==> src/rtl/ifetch_ir.sv <==
// Instruction fetch and instruction register: fixed-latency memory read,
// latched instruction word, field slices and a sign-extended immediate.
module ifetch_ir #(
  parameter int unsigned MEM_LATENCY = 2
) (
  input  logic        CLK,
  input  logic        RESET,
  input  logic        FETCH_REQ,
  input  logic [63:0] PC_IN,
  output logic [63:0] MEM_ADDR,
  output logic        MEM_RD,
  input  logic [31:0] MEM_RDATA,
  output logic [31:0] IR31_0,
  output logic [6:0]  IR6_0,
  output logic [4:0]  IR11_7,
  output logic [2:0]  IR14_12,
  output logic [4:0]  IR19_15,
  output logic [4:0]  IR24_20,
  output logic [6:0]  IR31_25,
  output logic [63:0] IMM,
  output logic        INSTR_VALID,
  output logic        BUSY,
  output logic        FETCH_ERR
);

  localparam int unsigned CNT_W  = 4;
  localparam int unsigned ADDR_W = 64;
  localparam int unsigned WORD_W = 32;
  localparam logic [CNT_W-1:0] CNT_LOAD = CNT_W'(MEM_LATENCY - 1);

  localparam logic [6:0] OP_LOAD   = 7'b0000011;
  localparam logic [6:0] OP_OPIMM  = 7'b0010011;
  localparam logic [6:0] OP_JALR   = 7'b1100111;
  localparam logic [6:0] OP_STORE  = 7'b0100011;
  localparam logic [6:0] OP_BRANCH = 7'b1100011;
  localparam logic [6:0] OP_LUI    = 7'b0110111;
  localparam logic [6:0] OP_AUIPC  = 7'b0010111;
  localparam logic [6:0] OP_JAL    = 7'b1101111;

  typedef enum logic [1:0] {
    IDLE = 2'd0,
    WAIT = 2'd1,
    HOLD = 2'd2,
    ERR  = 2'd3
  } state_t;

  state_t              state, state_nxt;
  logic [CNT_W-1:0]    cnt, cnt_nxt;
  logic [ADDR_W-1:0]   addr_nxt;
  logic                mem_rd_nxt;
  logic [WORD_W-1:0]   ir_nxt;
  logic [63:0]         imm_nxt;
  logic                valid_nxt;
  logic                busy_nxt;
  logic                err_nxt;
  logic                aligned_c;

  // Immediate decode straight from the incoming memory word.
  function automatic logic [63:0] imm_of(input logic [WORD_W-1:0] w);
    logic [63:0] r;
    r = 64'd0;
    case (w[6:0])
      OP_LOAD, OP_OPIMM, OP_JALR:
        r = {{52{w[31]}}, w[31:20]};
      OP_STORE:
        r = {{52{w[31]}}, w[31:25], w[11:7]};
      OP_BRANCH:
        r = {{51{w[31]}}, w[31], w[7], w[30:25], w[11:8], 1'b0};
      OP_LUI, OP_AUIPC:
        r = {{32{w[31]}}, w[31:12], 12'b0};
      OP_JAL:
        r = {{43{w[31]}}, w[31], w[19:12], w[20], w[30:21], 1'b0};
      default:
        r = 64'd0;
    endcase
    return r;
  endfunction

  assign aligned_c = (PC_IN[1:0] == 2'b00);

  // State and output registers.
  always_ff @(posedge CLK or posedge RESET) begin
    if (RESET) begin
      state       <= IDLE;
      cnt         <= '0;
      MEM_ADDR    <= '0;
      MEM_RD      <= 1'b0;
      IR31_0      <= '0;
      IMM         <= '0;
      INSTR_VALID <= 1'b0;
      BUSY        <= 1'b0;
      FETCH_ERR   <= 1'b0;
    end else begin
      state       <= state_nxt;
      cnt         <= cnt_nxt;
      MEM_ADDR    <= addr_nxt;
      MEM_RD      <= mem_rd_nxt;
      IR31_0      <= ir_nxt;
      IMM         <= imm_nxt;
      INSTR_VALID <= valid_nxt;
      BUSY        <= busy_nxt;
      FETCH_ERR   <= err_nxt;
    end
  end

  // Next-state and next-output logic.
  always_comb begin
    state_nxt  = state;
    cnt_nxt    = cnt;
    addr_nxt   = MEM_ADDR;
    mem_rd_nxt = MEM_RD;
    ir_nxt     = IR31_0;
    imm_nxt    = IMM;
    valid_nxt  = INSTR_VALID;
    busy_nxt   = BUSY;
    err_nxt    = FETCH_ERR;

    case (state)
      IDLE, HOLD, ERR: begin
        if (FETCH_REQ) begin
          if (aligned_c) begin
            state_nxt  = WAIT;
            cnt_nxt    = CNT_LOAD;
            addr_nxt   = PC_IN;
            mem_rd_nxt = 1'b1;
            busy_nxt   = 1'b1;
            valid_nxt  = 1'b0;
            err_nxt    = 1'b0;
          end else begin
            state_nxt  = ERR;
            mem_rd_nxt = 1'b0;
            busy_nxt   = 1'b0;
            valid_nxt  = 1'b0;
            err_nxt    = 1'b1;
          end
        end
      end
      WAIT: begin
        // Requests are ignored until the word has been captured.
        if (cnt == '0) begin
          state_nxt  = HOLD;
          ir_nxt     = MEM_RDATA;
          imm_nxt    = imm_of(MEM_RDATA);
          mem_rd_nxt = 1'b0;
          busy_nxt   = 1'b0;
          valid_nxt  = 1'b1;
        end else begin
          cnt_nxt = cnt - CNT_W'(1);
        end
      end
      default: begin
        state_nxt = IDLE;
      end
    endcase
  end

  assign IR6_0   = IR31_0[6:0];
  assign IR11_7  = IR31_0[11:7];
  assign IR14_12 = IR31_0[14:12];
  assign IR19_15 = IR31_0[19:15];
  assign IR24_20 = IR31_0[24:20];
  assign IR31_25 = IR31_0[31:25];

endmodule

==> config.mk <==
export PLATFORM = sky130hd
export DESIGN_NAME = ifetch_ir
export DESIGN_NICKNAME = d
export VERILOG_FILES = /design/src/rtl/ifetch_ir.sv
export SDC_FILE = /design/constraint.sdc
export NUM_CORES = 1
export LEC_CHECK = 0
export ABC_AREA = 1
export CAP_MARGIN = 25
export CORE_MARGIN = 2
export CORE_UTILIZATION = 45
export CTS_CLUSTER_SIZE = 28
export DETAILED_ROUTE_END_ITERATION = 10
export HOLD_SLACK_MARGIN = 0.05
export PLACE_DENSITY = 0.87
export SLEW_MARGIN = 10
export SYNTH_ARGS = -nofsm -noshare
export SYNTH_HDL_FRONTEND = slang
export SYNTH_SLANG_ARGS = --single-unit
==> constraint.sdc <==
create_clock -name CLK -period 15.62 [get_ports CLK]
set_input_delay 3.905 -clock CLK [delete_from_list [all_inputs] [get_ports CLK]]
set_output_delay 3.905 -clock CLK [all_outputs]
set_load 0.05 [all_outputs]
==> impl_results.md <==
* Result of the run: finished clean
* Via count of the first global-routing pass at approximately 5600
* Synthesis-to-layout area growth at 50.6%
* Biggest area consumer among synthesized cells: sky130_fd_sc_hd__dfrtp_1
* Leading cell types by total area after synthesis: sky130_fd_sc_hd__dfrtp_1, sky130_fd_sc_hd__nand2_1, sky130_fd_sc_hd__buf_4
* Number of cells produced by synthesis at 766
* Final number of setup-violating endpoints at 0
* Power share of the sequential group at between 20 and 30%
* Normalized max-slew margin at between 40% and 50%
* Synthesized area per cell at between 8 and 9 um^2
* Clock Tree Buf Depth at 2
* IO Count at 295
* Die area at ~15000 um^2
* Fraction of synthesized cell area taken by the top area cell type at between 50% and 60%
* Placed Instances at ~1100
* Critical Path End Type: primary output
* Clock insertion delay at the later pin of the skew report at 0.42 ns
* Number of endpoints with negative hold slack in the final report at 0
* Post-route clock period utilization at 39.7%
* Number of DRC markers in iteration 0 at 328
* Power density over cell area at 242 nW/um^2
* Worst ir drop on vdd at ~0.13 mV
* Post-Route Utilization at between 60% and 70%
* WS Path Type: reg2out
* Number of standard cells in the layout, taps in and fillers out at approximately 1200
* Routed Wire Length at roughly 18000 um
* List of cells traversed by the critical path: clkdlybuf4s50_1
* Number of vias in the routed layout at roughly 5600
* GRT Util Overall at approximately a quarter
* Footprint of the flip-flops and latches at between 3000 and 4000 um^2
* P_int at ~1.2 mW
* DRC viols at 0
* TritonCTS clock tree: yes
* Vertical extent of the die at between 100 and 150 um
* Wire length of the first global-routing pass at around 28000 um
* Share of final-layout standard cells stronger than drive strength 1 at about 6.4%
* Antenna Violating Nets Remaining at 0
* Req. time, crit path at 11.72 ns
* Worst hold path class: reg2reg
* Number of warnings printed during yosys synthesis at 0
* Antenna violations before repair at 0
* Setup clock skew after layout at about 0.0053 ns
* Max Fclk at ~160 MHz
* Final min period at around 6.2 ns
* # H-tree levels at 4
* Post-Synthesis Net Count at between 800 and 900
* Crit path launch type: flip-flop
* Area of combinational cells with multiple inputs at 2090 um^2
* Number of nets in the final layout at 1087
* Number of rows created at floorplan at 43
* Highest-delay cell along the critical path: sky130_fd_sc_hd__clkdlybuf4s50_1
* Core ar. at about 14000 um^2
* Gate family responsible for the most delay along the worst path: buffers and inverters
* Total setup buffers inserted after CTS at 0
* WP buf/inv at 1
* Cell area after technology mapping at 6300 um^2
* Effective utilization at floorplan at between 40% and 50%
* # clock sinks at 137
* Pin count of the biggest net entering global routing at between 70 and 80
* Max-slew violation count at 0
* Inserted Clock Buffers at 17
* Unrepaired setup endpoints after global routing: false
* Resized Gates After CTS at 0
* Switching power share of the total at 49.2%
* Number of buffers added on ports at 294
* Leakage power of the design at 4.73 nW
* Peak per-stage delay on the critical path at approximately 0.96 ns
* Share of power burned in combinational logic at 56.0%
* Cell at the root of the clock tree: sky130_fd_sc_hd__clkbuf_16
* Post-CTS clock slew at the launch and capture registers of the worst setup and hold paths at ~0.060 ns
* Max-cap violation count at 0
* Max FO, Critical Path at 34
* Number of different library cells in the post-synthesis netlist at 26
* Pre-antenna DRT Iters at 5
* HPWL after detailed placement at 12700 um
* N_diodes at 0
* Horizontal die dimension at between 100 and 150 um
* #FFs+latches synth at around 140
* Layout filler cell count at between 1000 and 1500
* Seq/Total Area, Yosys at a little over half
* Data arrival time of the critical path at between 2 and 2.5 ns
* Post-detailed-route via-to-cell ratio at about 4.8
* Slew at the pin with the worst max-slew slack at between 0.8 and 0.9 ns
* Grt ovf at 0
* Switching power of the nets at ~1.1 mW
* Clock power frac at 18.9%
* Final GP Congestion at 0.816
* Final routed wire length divided by cell count at between 15 and 20 um
* CTS hold repair buffers at 0
* Sum of negative setup slack at 0 ns
sequential cells by signal, summed over array words and instances, names as in the netlist:
name / flops
INSTR_VALID: 1
BUSY: 1
FETCH_ERR: 1
IR31_0: 32
IMM: 32
state: 2
cnt: 4
MEM_ADDR: 64
kinds of logic after synthesis:
logic type | count (synthesis) | share of synthesized area (%)
buf+inv | 127 | 12.6
simple gates | 486 | 31.6
flops | 137 | 54.4
compound gates | 15 | 1.23
fa+ha+maj | 1 | 0.198
per-layer routing:
layer  share of wire [%]  GRT usage [%]  vias to the layer above
met1                  37           27.3                     2581
li1                    -              -                     2713
met2                  50           41.5                      273
met3                  10           8.64                       46
met4                 3.1           11.1                        0
met5                   0              0                        -
layout make-up:
class	instances	share of cell area [%]
sequential	137	36.1
tap	180	2.37
multi-input combinational	502	22.0
inverter	30	1.24
timing repair buffer	299	31.6
clock buffer	23	4.93
clock inverter	8	1.77
layout by cell type (no fill, tap or decap), drive strengths merged:
cell type      netlist  layout
nor3b                1       1
a21oi                1       1
buf                 92       5
a31oi                1       1
bufinv               0       5
ha                   1       1
o22ai                1       1
dfrtp              137     137
clkdlybuf4s50        0     294
nand3               42      42
nor3                 1       1
nand4                1       1
nand2              426     426
nor2                15      15
clkinvlp             0       1
o21ai               12      12
inv                 30      30
clkbuf               5      23
clkinv               0       2
power by group through the flow:
| stage | sequential (mW) | combinational (mW) | clock, mW |
|---|---|---|---|
| floorplan | 0.997 | 0.501 | 0 |
| global placement | 0.576 | 1.28 | 0 |
| detailed placement | 0.579 | 1.30 | 0 |
| CTS | 0.579 | 1.30 | 0.442 |
| global route | 0.595 | 1.35 | 0.459 |
| finish | 0.578 | 1.29 | 0.436 |
path summary, 6_finish.rpt:
kind                              from           end  slack [ns]  cells after the start
max                            IMM[62]       IMM[49]        9.43                      1
min                        MEM_ADDR[0]   MEM_ADDR[0]        0.47                      2
max reg2reg                     cnt[0]       IMM[62]       13.45                     10
min reg2reg                MEM_ADDR[0]   MEM_ADDR[0]        0.47                      2
max in group asynchronous        RESET       IMM[10]       10.35                      3
min in group asynchronous        RESET  MEM_ADDR[51]        3.96                      2
stage by stage:
step | setup WS [ns] | cell area, um^2 | total power [mW] | hold slack, ns
after global placement | 9.84 | 8830 | 1.85 | 0.455
after detailed placement | 9.77 | 8830 | 1.87 | 0.462
after global routing | 9.24 | 9500 | 2.40 | 0.503
final | 9.43 | 9500 | 2.30 | 0.472
after CTS | 9.36 | 9470 | 2.32 | 0.478
after floorplan | 8.05 | 6300 | 1.50 | 0.465
synth_stat cells (all sizes together):
cell type,count
a31oi,1
nor3b,1
buf,92
a21oi,1
nor2,15
o21ai,12
o22ai,1
dfrtp,137
nand2,426
clkbuf,5
inv,30
nor3,1
nand3,42
nand4,1
ha,1
(Power assumes the default switching activity.)
